### src/rtl/mips_pkg.sv
// Shared types and constants for the MIPS fetch front end.
// Holds the fetch FSM encoding and next-PC source selects.
package mips_pkg;

    typedef enum logic {
        S_REQ  = 1'b0,
        S_HOLD = 1'b1
    } fetch_state_t;

    typedef enum logic [1:0] {
        PCSRC_SEQ = 2'd0,
        PCSRC_BR  = 2'd1,
        PCSRC_JR  = 2'd2,
        PCSRC_J   = 2'd3
    } pcsrc_t;

    localparam logic [31:0] RESET_PC_DEFAULT = 32'h0000_0000;

    function automatic logic [31:0] word_align(input logic [31:0] a);
        return {a[31:2], 2'b00};
    endfunction

endpackage

### src/rtl/fetch_pc_unit_if.sv
// Instruction-memory fetch port: request/address out, ready/data back.
// The fetch unit is the master; instruction memory is the slave.
interface fetch_pc_unit_if;

    logic        imem_req;
    logic [31:0] imem_addr;
    logic        imem_ready;
    logic [31:0] imem_rdata;

    modport master (
        output imem_req,
        output imem_addr,
        input  imem_ready,
        input  imem_rdata
    );

    modport slave (
        input  imem_req,
        input  imem_addr,
        output imem_ready,
        output imem_rdata
    );

endinterface

### src/rtl/pc_next_mux.sv
// Next-PC selection for branches/jumps resolved in ID.
// Priority jr > j > taken branch > sequential; result is word aligned.
module pc_next_mux
    import mips_pkg::*;
(
    input  logic        id_valid,
    input  logic        id_beq,
    input  logic        id_bne,
    input  logic        id_j,
    input  logic        id_jr,
    input  logic        rsrtequ,
    input  logic [31:0] pc4,
    input  logic [31:0] bpc,
    input  logic [31:0] jpc,
    input  logic [31:0] ra,
    output logic [31:0] npc
);

    logic        taken;
    pcsrc_t      pcsrc;
    logic [31:0] target;

    // A bubble in ID must never redirect the fetch stream.
    always_comb begin
        taken = id_valid & ((id_beq & rsrtequ) | (id_bne & ~rsrtequ));
        pcsrc = PCSRC_SEQ;
        if (id_valid & id_jr) begin
            pcsrc = PCSRC_JR;
        end else if (id_valid & id_j) begin
            pcsrc = PCSRC_J;
        end else if (taken) begin
            pcsrc = PCSRC_BR;
        end
    end

    always_comb begin
        target = pc4;
        unique case (pcsrc)
            PCSRC_SEQ: target = pc4;
            PCSRC_BR:  target = bpc;
            PCSRC_JR:  target = ra;
            PCSRC_J:   target = jpc;
        endcase
        npc = word_align(target);
    end

endmodule

### src/rtl/fetch_pc_unit.sv
// PC register, fetch handshake FSM, IF/ID register and stall skid buffer.
// A word fetched while ID stalls is parked in the buffer until wpcir.
module fetch_pc_unit
    import mips_pkg::*;
#(
    parameter logic [31:0] RESET_PC = RESET_PC_DEFAULT,
    parameter int          CNT_W    = 32
) (
    input  logic             clk,
    input  logic             rst,
    input  logic             wpcir,
    input  logic             id_beq,
    input  logic             id_bne,
    input  logic             id_j,
    input  logic             id_jr,
    input  logic             rsrtequ,
    input  logic [31:0]      bpc,
    input  logic [31:0]      jpc,
    input  logic [31:0]      ra,
    fetch_pc_unit_if.master  imem,
    output logic [31:0]      if_inst,
    output logic [31:0]      if_pc4,
    output logic             if_valid,
    output logic [31:0]      pc,
    output logic [CNT_W-1:0] stall_cnt
);

    fetch_state_t state;
    fetch_state_t state_nx;

    logic [31:0] buf_q;
    logic [31:0] pc4;
    logic [31:0] npc;
    logic        fire;
    logic        capture;
    logic        drain;
    logic        bubble;
    logic        wait_cyc;

    assign pc4            = pc + 32'd4;
    assign imem.imem_addr = pc;

    pc_next_mux u_pc_next_mux (
        .id_valid (if_valid),
        .id_beq   (id_beq),
        .id_bne   (id_bne),
        .id_j     (id_j),
        .id_jr    (id_jr),
        .rsrtequ  (rsrtequ),
        .pc4      (pc4),
        .bpc      (bpc),
        .jpc      (jpc),
        .ra       (ra),
        .npc      (npc)
    );

    always_ff @(posedge clk) begin
        if (rst) begin
            state <= S_REQ;
        end else begin
            state <= state_nx;
        end
    end

    always_comb begin
        state_nx = state;
        unique case (state)
            S_REQ: begin
                if (imem.imem_ready & ~wpcir) begin
                    state_nx = S_HOLD;
                end
            end
            S_HOLD: begin
                if (wpcir) begin
                    state_nx = S_REQ;
                end
            end
        endcase
    end

    // Request is suppressed during reset so an abandoned fetch is dropped.
    always_comb begin
        imem.imem_req = 1'b0;
        fire          = 1'b0;
        capture       = 1'b0;
        drain         = 1'b0;
        bubble        = 1'b0;
        unique case (state)
            S_REQ: begin
                imem.imem_req = ~rst;
                fire          = imem.imem_ready & wpcir;
                capture       = imem.imem_ready & ~wpcir;
                bubble        = ~imem.imem_ready & wpcir;
            end
            S_HOLD: begin
                drain = wpcir;
            end
        endcase
    end

    always_ff @(posedge clk) begin
        if (rst) begin
            pc       <= RESET_PC;
            if_inst  <= '0;
            if_pc4   <= '0;
            if_valid <= 1'b0;
        end else begin
            unique case (1'b1)
                fire: begin
                    if_inst  <= imem.imem_rdata;
                    if_pc4   <= pc4;
                    if_valid <= 1'b1;
                    pc       <= npc;
                end
                drain: begin
                    if_inst  <= buf_q;
                    if_pc4   <= pc4;
                    if_valid <= 1'b1;
                    pc       <= npc;
                end
                bubble: begin
                    if_valid <= 1'b0;
                end
                default: begin
                end
            endcase
        end
    end

    always_ff @(posedge clk) begin
        if (rst) begin
            buf_q <= '0;
        end else if (capture) begin
            buf_q <= imem.imem_rdata;
        end
    end

    assign wait_cyc = imem.imem_req & ~imem.imem_ready;

    always_ff @(posedge clk) begin
        if (rst) begin
            stall_cnt <= '0;
        end else if (wait_cyc & ~(&stall_cnt)) begin
            stall_cnt <= stall_cnt + {{(CNT_W-1){1'b0}}, 1'b1};
        end
    end

endmodule

### src/flat_wrapper.sv
// flat-port wrapper written by rule: the top's interface ports become plain ports
module fetch_pc_unit_flat import mips_pkg::*;
#(
    parameter logic [31:0] RESET_PC = RESET_PC_DEFAULT,
    parameter int          CNT_W    = 32
)
  (clk, rst, wpcir, id_beq, id_bne, id_j, id_jr, rsrtequ, bpc, jpc, ra, if_inst, if_pc4, if_valid, pc, stall_cnt, imem_imem_req, imem_imem_addr, imem_imem_ready, imem_imem_rdata);
  fetch_pc_unit_if imem_i ();
  input  logic clk;
  input  logic rst;
  input  logic wpcir;
  input  logic id_beq;
  input  logic id_bne;
  input  logic id_j;
  input  logic id_jr;
  input  logic rsrtequ;
  input  logic [31:0] bpc;
  input  logic [31:0] jpc;
  input  logic [31:0] ra;
  output logic [31:0] if_inst;
  output logic [31:0] if_pc4;
  output logic if_valid;
  output logic [31:0] pc;
  output logic [CNT_W-1:0] stall_cnt;
  output wire logic [$bits(imem_i.imem_req)-1:0] imem_imem_req;
  output wire logic [$bits(imem_i.imem_addr)-1:0] imem_imem_addr;
  input wire logic [$bits(imem_i.imem_ready)-1:0] imem_imem_ready;
  input wire logic [$bits(imem_i.imem_rdata)-1:0] imem_imem_rdata;
  assign imem_imem_req = imem_i.imem_req;
  assign imem_imem_addr = imem_i.imem_addr;
  assign imem_i.imem_ready = imem_imem_ready;
  assign imem_i.imem_rdata = imem_imem_rdata;
  fetch_pc_unit #(.RESET_PC(RESET_PC), .CNT_W(CNT_W)) u_core (.clk(clk), .rst(rst), .wpcir(wpcir), .id_beq(id_beq), .id_bne(id_bne), .id_j(id_j), .id_jr(id_jr), .rsrtequ(rsrtequ), .bpc(bpc), .jpc(jpc), .ra(ra), .imem(imem_i), .if_inst(if_inst), .if_pc4(if_pc4), .if_valid(if_valid), .pc(pc), .stall_cnt(stall_cnt));
endmodule
### config.mk
export PLATFORM = sky130hd
export DESIGN_NAME = fetch_pc_unit_flat
export DESIGN_NICKNAME = d
export VERILOG_FILES = /design/src/rtl/mips_pkg.sv /design/src/rtl/fetch_pc_unit_if.sv /design/src/rtl/pc_next_mux.sv /design/src/rtl/fetch_pc_unit.sv /design/src/flat_wrapper.sv
export SDC_FILE = /design/constraint.sdc
export NUM_CORES = 1
export LEC_CHECK = 0
export CAP_MARGIN = 0
export CORE_ASPECT_RATIO = 0.7
export CORE_UTILIZATION = 41
export CTS_CLUSTER_SIZE = 24
export DETAILED_ROUTE_END_ITERATION = 8
export GPL_TIMING_DRIVEN = 1
export PLACE_DENSITY = 0.84
export SYNTH_ARGS = -nofsm -noshare
export SYNTH_HDL_FRONTEND = slang
export SYNTH_SLANG_ARGS = --single-unit
### constraint.sdc
create_clock -name clk -period 4.7 [get_ports clk]
set_clock_uncertainty 0.15 [all_clocks]
set_input_delay 0.94 -clock clk [delete_from_list [all_inputs] [get_ports clk]]
set_output_delay 0.94 -clock clk [all_outputs]
set_load 0.1 [all_outputs]
==> flow_metrics.tcl, run 1 <==
set metrics [dict create \
    status "finished, final reports clean" \
    h-tree-depth 4 \
    path_delay_family "buffers and inverters" \
    rrSetupSlack_ps 1630 \
    ys.flop_type "dfxtp_1" \
    io-pin-count 299 \
    worstPathCellList "clkdlybuf4s50_1" \
    ys_types 62 \
    die_h_um 122 \
    synth-warning-count 0 \
    r2r_start "u_core.imem.imem_addr[2]" \
    grt_pass1_wl_um 44600 \
    layoutNonFillerInstCount 1557 \
    synth-async-reset-ratio_pct 0 \
    start_util_pct 42.2 \
    timing.setup.tns_ps 0 \
    yosysTopAreaCell "dfxtp_1" \
    dpl-instance-area_um2 11100 \
    synthesis.area_um2 8420 \
    dr.pass1.iters 5 \
    drive_gt1_share_pct 6.22 \
    grt_overflow_total 0 \
    detail_route.wl_per_cell_um 18.4 \
    routed-via-count 9158 \
    clockBufferDepth 2 \
    setup_violations 0 \
    num_antenna_cells 0 \
    synth-edff-count 0 \
    synth_area_leaders "dfxtp_1 (38%), a21oi_1 (7.9%), nand2_1 (6.0%)" \
    die_area_um2 21100 \
    finalHoldViolations 0 \
    core_um2 20000 \
    area_delta_synth_final_pct 39.4 \
    crit_start "u_core.imem.imem_addr[26]" \
    rsz0062_at_grt "no" \
    powerDensity_nw_per_um2 331 \
    clk_pin_slew_ps 60 \
    pre_cts_ws_ps 1020 \
    holdCritStartpoint "u_core.buf_q[24]" \
    placementRows 43 \
    clk_latency_ps 430 \
    layout_setup_ws_ps 1340 \
    antenna_found_initial 0 \
    via_per_inst 5.88 \
    clock-sinks 158 \
    critPathRequiredTime_ps 3610 \
    post_cts_buffers 0 \
    cts_tree "yes" \
    worst_setup_path_end_kind "output port" \
    postCtsResizedCells 0 \
    finalCritPeriodShare_pct 71.5 \
    dr.first_iter.drc_count 1024 \
    critPathMaxStageDelay_ps 1270 \
    min_period_ps 3360 \
    cts_root_buf "clkbuf_16" \
    power.total_mw 3.88 \
    critPathKind "register to output port" \
    hold_class "register to register" \
    numCtsBuffers 17 \
    maxCapViolations 0 \
    cp-start-kind "register" \
    die_width_um 173 \
    yosysSeqAreaShare_pct 37.6 \
    finalMaxSlewViolations 0 \
    grt_pass1_vias 8288 \
    wirelength_um 28600 \
    synthCells 1076 \
    grt_max_degree 54 \
    dp_hpwl_um 20200 \
    fin_area_um2 11700 \
    maxSlewHeadroom_pct 22.1 \
    grt_usage_pct 26.6 \
    drtAntennaViolNets 0 \
    clock.fmax_mhz 298 \
    crit_buf_inv 1 \
    tightest_slew_ps 1160 \
    worst-path-max-fanout 9 \
    leakage_nw 4.07 \
    placed_cells 1525 \
    synth_top_area_share_pct 37.6 \
    cp_data_arrival_time_ps 2270 \
    max-vdd-ir-drop_v 0.000228 \
    ys_ff_latch 158 \
    cts_hold_buffers 0 \
    io_buffers 286 \
    slowest_stage "clkdlybuf4s50_1" \
    routabilityCongestion 0.863 \
    drc 0 \
    nets 1413 \
    postSynthAreaPerCell_um2 7.83 \
]
## power by group
group / switching (mW) / internal (mW)
Clock: 0.643 / 0.758
Sequential: 0.0562 / 1.40
Combinational: 0.724 / 0.296
Total: 1.42 / 2.46
## final timing paths
check / depth (start not counted) / end
setup / recovery: 1 / pc[26]
hold / removal: 2 / u_core.buf_q[24]
setup reg to reg: 6 / u_core.imem.imem_addr[16]
hold reg to reg: 2 / u_core.buf_q[24]
## layer usage
layer | wire (µm) | up-vias | global-route usage, %
met4 | 671 | 0 | 9.96
met2 | 12600 | 479 | 41.1
met5 | 0 | - | 0
met3 | 2340 | 50 | 4.99
met1 | 13000 | 4340 | 37.0
li1 | - | 4289 | -
## metrics by stage
stage	utilization (%)	hold WS [ps]
finish	58.8	302
floorplan	-	283
detailed placement	55.8	294
global placement	55.8	289
CTS	58.8	304
global route	58.8	318
## sequential cells by signal, summed over array words and instances, names as in the netlist
name / cells
u_core.state: 1
u_core.buf_q: 32
u_core.if_pc4: 30
u_core.imem.imem_addr: 30
u_core.if_inst: 32
u_core.if_valid: 1
u_core.stall_cnt: 32
## cells in the mapped netlist (3+ instances only)
cell type / n
a211oi_1: 7
a21oi_1: 133
a221oi_1: 5
a22o_1: 44
a22oi_1: 12
a31oi_1: 5
and2_1: 7
and3_1: 7
and4_1: 6
buf_1: 12
buf_2: 3
buf_4: 38
clkbuf_1: 73
dfxtp_1: 158
inv_1: 17
mux2_2: 4
mux2i_1: 8
nand2_1: 135
nand3_1: 34
nand4_1: 16
nand4_2: 4
nor2_1: 63
nor2b_1: 6
nor3_1: 27
nor4_1: 11
nor4_4: 5
nor4b_1: 4
o21a_1: 4
o21ai_0: 98
o221ai_1: 5
o31a_1: 4
o31ai_1: 20
o32ai_1: 11
or3_1: 8
or4_1: 22
xnor2_1: 23
xor2_1: 3
## cells in the final DEF, fill, tap and decap left out, types with 6 or more instances in the layout
cell	instances
or4_1	22
or3_1	8
buf_4	20
nand2_1	135
a21oi_1	133
a22o_1	44
a211oi_1	7
nand3_1	34
nor4_1	11
clkbuf_16	17
xnor2_1	23
and2_1	7
inv_1	16
conb_1	6
o31ai_1	20
mux2i_1	8
o32ai_1	11
and3_1	7
nand4_1	16
nor2_1	63
o21ai_0	97
dfxtp_1	158
a22oi_1	12
and4_1	6
clkdlybuf4s50_1	283
nor3_1	27
## kinds of logic (layout without fill, tap and decap cells)
kind of cell	after synthesis	in the layout	share of synthesized area (%)
and+or+nand+nor	370	370	23.0
AOI/OAI and AO/OA	361	361	26.5
DFF	158	158	37.6
buffers and inverters	146	352	8.44
xor gates and xnor gates	26	26	2.70
muxes	12	12	1.49
adders and majority gates	2	2	0.297
other	1	6	0.0445
## final cells by class
type | count | area [µm²]
fillers | 1752 | 8220
inverters | 17 | 63.8
clock inverters | 15 | 171
multi-input cells | 777 | 4590
well taps | 270 | 338
repair buffers | 303 | 2980
clock buffers | 17 | 425
flip-flops and latches | 158 | 3160
Power figures use the tool's default switching activity.
==> run 2: changes to the inputs <==
--- a/config.mk
+++ b/config.mk
@@ -11,7 +11,7 @@
 export CTS_CLUSTER_SIZE = 24
 export DETAILED_ROUTE_END_ITERATION = 8
 export GPL_TIMING_DRIVEN = 1
-export PLACE_DENSITY = 0.84
+export PLACE_DENSITY = 0.87
 export SYNTH_ARGS = -nofsm -noshare
 export SYNTH_HDL_FRONTEND = slang
 export SYNTH_SLANG_ARGS = --single-unit
==> constraint.sdc (replaced) <==
create_clock -name clk -period 2.92 [get_ports clk]
set_clock_uncertainty 0.15 [all_clocks]
set_input_delay 0.584 -clock clk [delete_from_list [all_inputs] [get_ports clk]]
set_output_delay 0.584 -clock clk [all_outputs]
set_load 0.1 [all_outputs]
==> flow_metrics.tcl, run 2 (synthesis gave the netlist of run 1 again) <==
set metrics [dict create \
    dp_hpwl_um 21200 \
    dr.pass1.iters 5 \
    grt_pass1_vias 8350 \
    p_comb_share_pct 26.3 \
    antenna_found_initial 0 \
    h-tree-depth 4 \
    tightest_slew_ps 914 \
    post-route-util_pct 58.2 \
    grt_overflow_total 0 \
    layoutNonFillerInstCount 1581 \
    numCtsBuffers 17 \
    finalMaxSlewViolations 0 \
    clk_latency_ps 420 \
    holdWs_ps 286 \
    reg.largest.list "u_core.buf_q x32, u_core.if_inst x32, u_core.stall_cnt x32" \
    detail_route.wl_per_cell_um 18.6 \
    pre_cts_ws_ps 69.7 \
    routabilityCongestion 0.925 \
    layout.area.seq_um2 3170 \
    clock.fmax_mhz 375 \
    via_per_inst 5.82 \
    cts_hold_buffers 0 \
    postCtsResizedCells 0 \
    seqPwrFrac_pct 37.6 \
    grt_usage_pct 27.4 \
    routed-via-count 9206 \
    dpl-instance-area_um2 11000 \
    io_buffers 286 \
    cts_root_buf "clkbuf_16" \
    critPathMaxStageDelay_ps 530 \
    worst-path-max-fanout 15 \
    nets 1437 \
    power.total_mw 6.25 \
    post_cts_buffers 0 \
    worst_setup_path_end_kind "register" \
    multiInputGateArea_um2 4600 \
    cts_tree "yes" \
    status "finished, final reports clean" \
    placementRows 43 \
    timing.setup.tns_ps 0 \
    final_common_cell "buf_4" \
    die_area_um2 21100 \
    final_cell_mix "buf_4 (192), dfxtp_1 (151), nand2_1 (135)" \
    grt_pass1_wl_um 45900 \
    holdCritStartpoint "rst" \
    layout_setup_ws_ps 252 \
    core_um2 20000 \
    die_width_um 173 \
    min_period_ps 2670 \
    wirelength_um 29400 \
    crit_start "u_core.imem.imem_addr[2]" \
    powerDensity_nw_per_um2 539 \
    leakage_nw 4.50 \
    maxCapViolations 0 \
    clock-sinks 158 \
    critPathRequiredTime_ps 3040 \
    maxSlewHeadroom_pct 39.0 \
    finalHoldViolations 0 \
    grt_max_degree 53 \
    switching_power_mw 2.24 \
    num_antenna_cells 0 \
    drc 0 \
    internal_power_mw 4.01 \
    max-vdd-ir-drop_v 0.000378 \
    hold_class "input port to register" \
    swShare_pct 35.9 \
    area_delta_synth_final_pct 37.9 \
    die_h_um 122 \
    slowest_stage "or4_1" \
    fin_area_um2 11600 \
    critPathKind "register to register" \
    io-pin-count 299 \
    drive_gt1_share_pct 20.2 \
    dr.first_iter.drc_count 1009 \
    fillCellCount 1796 \
    drtAntennaViolNets 0 \
    rsz0062_at_grt "no" \
    start_util_pct 42.2 \
    clk_pin_slew_ps 60 \
    worstPathCellList "ha_1 -> nand2_1 -> or4_1 -> buf_4 -> nor4_4 -> mux2i_1 -> a21oi_1" \
    cp_data_arrival_time_ps 2790 \
    placed_cells 1549 \
    cp-start-kind "register" \
    r2r_start "u_core.imem.imem_addr[2]" \
    finalCritPeriodShare_pct 91.4 \
    clkPwrFrac_pct 36.1 \
    setup_violations 0 \
    clockBufferDepth 2 \
]
-- run 2: worst paths after layout --
| check | end | slack (ps) | depth (start not counted) |
|---|---|---|---|
| max | u_core.imem.imem_addr[28] | 250 | 7 |
| min | u_core.buf_q[30] | 290 | 2 |
| max reg2reg | u_core.imem.imem_addr[28] | 250 | 7 |
| min reg2reg | u_core.buf_q[1] | 300 | 2 |
-- run 2: layer usage --
layer / vias up / GRT usage [%] / wire length (µm)
met5: - / 0 / 0
met4: 0 / 7.96 / 506
met3: 43 / 7.15 / 2510
met2: 451 / 41.5 / 13200
met1: 4380 / 38.1 / 13200
li1: 4332 / - / -
-- run 2: power groups by stage --
stage                     Combinational [mW]  Clock [mW]  Sequential, mW
after detailed placement                1.63           0            2.39
after global routing                    1.72        2.38            2.36
after global placement                  1.62           0            2.39
final                                   1.64        2.26            2.35
after CTS                               1.64        2.28            2.35
after floorplan                        0.579           0            2.95
-- run 2: worst max-delay path: cells and delay by family (launching register included) --
kind / cells / cell delay (ps)
AO/OA/AOI/OAI: 1 / 80
multiplexers: 1 / 240
flip-flops: 1 / 420
adder cells (fa/ha/maj): 1 / 310
buffers and inverters: 1 / 230
AND/OR/NAND/NOR: 3 / 1090
-- run 2: cell type report --
cell class                 instances  share of cell area [%]
multi-input combinational        777                    39.6
sequential                       158                    27.3
timing repair buffer             327                    24.6
clock buffer                      18                    3.70
tap                              270                    2.91
clock inverter                    14                    1.38
inverter                          17                   0.550
==> run 3: changes to the inputs <==
--- a/config.mk
+++ b/config.mk
@@ -11,7 +11,9 @@
 export CTS_CLUSTER_SIZE = 24
 export DETAILED_ROUTE_END_ITERATION = 8
 export GPL_TIMING_DRIVEN = 1
+export MAX_ROUTING_LAYER = met4
 export PLACE_DENSITY = 0.87
+export SETUP_SLACK_MARGIN = 0.05
 export SYNTH_ARGS = -nofsm -noshare
 export SYNTH_HDL_FRONTEND = slang
 export SYNTH_SLANG_ARGS = --single-unit
==> constraint.sdc (replaced) <==
create_clock -name clk -period 2.92 [get_ports clk]
set_clock_uncertainty 0.15 [all_clocks]
set_input_delay 0.584 -clock clk [delete_from_list [all_inputs] [get_ports clk]]
set_output_delay 0.584 -clock clk [all_outputs]
set_load 0.005 [all_outputs]
==> flow_metrics.tcl, run 3 (synthesis gave the netlist of run 1 again) <==
set metrics [dict create \
    drc 0 \
    numCtsBuffers 17 \
    multiInputGateArea_um2 4590 \
    clock.fmax_mhz 404 \
    routed-via-count 9299 \
    antenna_found_initial 0 \
    timing.setup.tns_ps 0 \
    placed_cells 1561 \
    worstHoldPathCells 2 \
    grt_pass1_vias 8505 \
    clk_latency_ps 430 \
    critPathKind "register to register" \
    routabilityCongestion 0.911 \
    min_period_ps 2480 \
    cp-start-kind "register" \
    dpl-instance-area_um2 11500 \
    core_um2 20000 \
    powerDensity_nw_per_um2 472 \
    cts_hold_buffers 0 \
    maxSlewHeadroom_pct 40.2 \
    grt_max_degree 53 \
    die_width_um 173 \
    clk_pin_slew_ps 70 \
    cts_tree "yes" \
    power.total_mw 5.70 \
    r2r_start "u_core.imem.imem_addr[7]" \
    wirelength_um 29500 \
    final_cell_mix "clkdlybuf4s50_1 (285), dfxtp_1 (158), nand2_1 (135)" \
    dr.first_iter.drc_count 1031 \
    dr.pass1.iters 5 \
    clock-sinks 158 \
    setup_violations 0 \
    cts_root_buf "clkbuf_16" \
    max-vdd-ir-drop_v 0.000387 \
    rsz0062_at_grt "no" \
    start_util_pct 42.2 \
    layout.area.seq_um2 3160 \
    finalHoldViolations 0 \
    reg2reg_depth 6 \
    die_area_um2 21100 \
    final_common_cell "clkdlybuf4s50_1" \
    grt_overflow_total 0 \
    rr_endpoint "u_core.imem.imem_addr[16]" \
    die_h_um 122 \
    cp_data_arrival_time_ps 2680 \
    drtAntennaViolNets 0 \
    post_cts_buffers 0 \
    finalCritPeriodShare_pct 84.8 \
    postCtsResizedCells 0 \
    via_per_inst 5.84 \
    io-pin-count 299 \
    drive_gt1_share_pct 8.62 \
    area_delta_synth_final_pct 43.5 \
    placementRows 43 \
    grt_pass1_wl_um 45800 \
    leakage_nw 4.29 \
    nets 1449 \
    detail_route.wl_per_cell_um 18.5 \
    fillCellCount 1706 \
    worst-path-max-fanout 15 \
    io_buffers 286 \
    maxCapViolations 0 \
    dp_hpwl_um 21300 \
    layoutNonFillerInstCount 1593 \
    holdPathEnd "u_core.buf_q[26]" \
    finalMaxSlewViolations 0 \
    num_antenna_cells 0 \
    critPathRequiredTime_ps 3120 \
    h-tree-depth 4 \
    holdCritStartpoint "rst" \
    reg.largest.list "u_core.buf_q x32, u_core.if_inst x32, u_core.stall_cnt x32" \
    status "finished, final reports clean" \
    rrSetupSlack_ps 440 \
    tightest_slew_ps 895 \
    fin_area_um2 12100 \
    clockBufferDepth 2 \
    grt_usage_pct 28.3 \
    worst_setup_path_end_kind "register" \
    hold_class "input port to register" \
]
run 3: cell types whose count changed in the layout (fill, tap and decap cells not counted), moves of 2 or more:
cell / previous run / this run
clkdlybuf4s50_1: 129 / 285
buf_4: 192 / 51
dfxtp_1: 151 / 158
dfxtp_2: 7 / 0
buf_12: 6 / 3
clkinvlp_4: 3 / 0
inv_8: 1 / 3
run 3: cell type report:
cell class / instances / share of cell area [%]
clock buffer: 18 / 3.63
timing repair buffer: 339 / 27.3
clock inverter: 14 / 1.60
inverter: 17 / 0.528
multi-input combinational: 777 / 38.0
sequential: 158 / 26.2
tap: 270 / 2.80
run 3: how the worst max path moves through the flow:
stage                                      endpoint                 startpoint
after global routing           u_core.stall_cnt[26]        u_core.stall_cnt[1]
after floorplan           u_core.imem.imem_addr[16]   u_core.imem.imem_addr[2]
after CTS                        imem_imem_addr[26]  u_core.imem.imem_addr[26]
final                     u_core.imem.imem_addr[16]   u_core.imem.imem_addr[7]
after detailed placement       u_core.stall_cnt[31]            imem_imem_ready
after global placement         u_core.stall_cnt[25]            imem_imem_ready
run 3: metrics by stage:
stage          setup slack [ps]  util (%)  hold slack (ps)
2_1_floorplan               552         -              283
3_5_place_dp               88.8      57.4              294
5_1_grt                     290      60.6              267
4_1_cts                     481      60.6              256
6_report                    445      60.6              275
3_3_place_gp                172      57.4              288
run 3: critical path: stages, from the launching register on:
cell      delay, ps
dfxtp_1         480
nand4_2         230
or4_1           520
buf_4           230
or3_1           390
a211o_1         330
o221ai_1         70
run 3: power by group:
part           leakage (nW)  internal, mW  total [mW]  switching, mW
clock network         0.312          1.41        2.41           1.01
logic                  2.69         0.509       0.947          0.438
registers              1.29          2.26        2.34         0.0848
total                  4.29          4.17        5.70           1.53
run 3: per-layer routing:
layer,vias up,GRT usage [%],routed length (µm)
met5,-,-,0
met4,0,8.52,523
met3,45,5.77,2570
met2,488,41.4,12800
met1,4410,39.1,13500
li1,4356,-,-
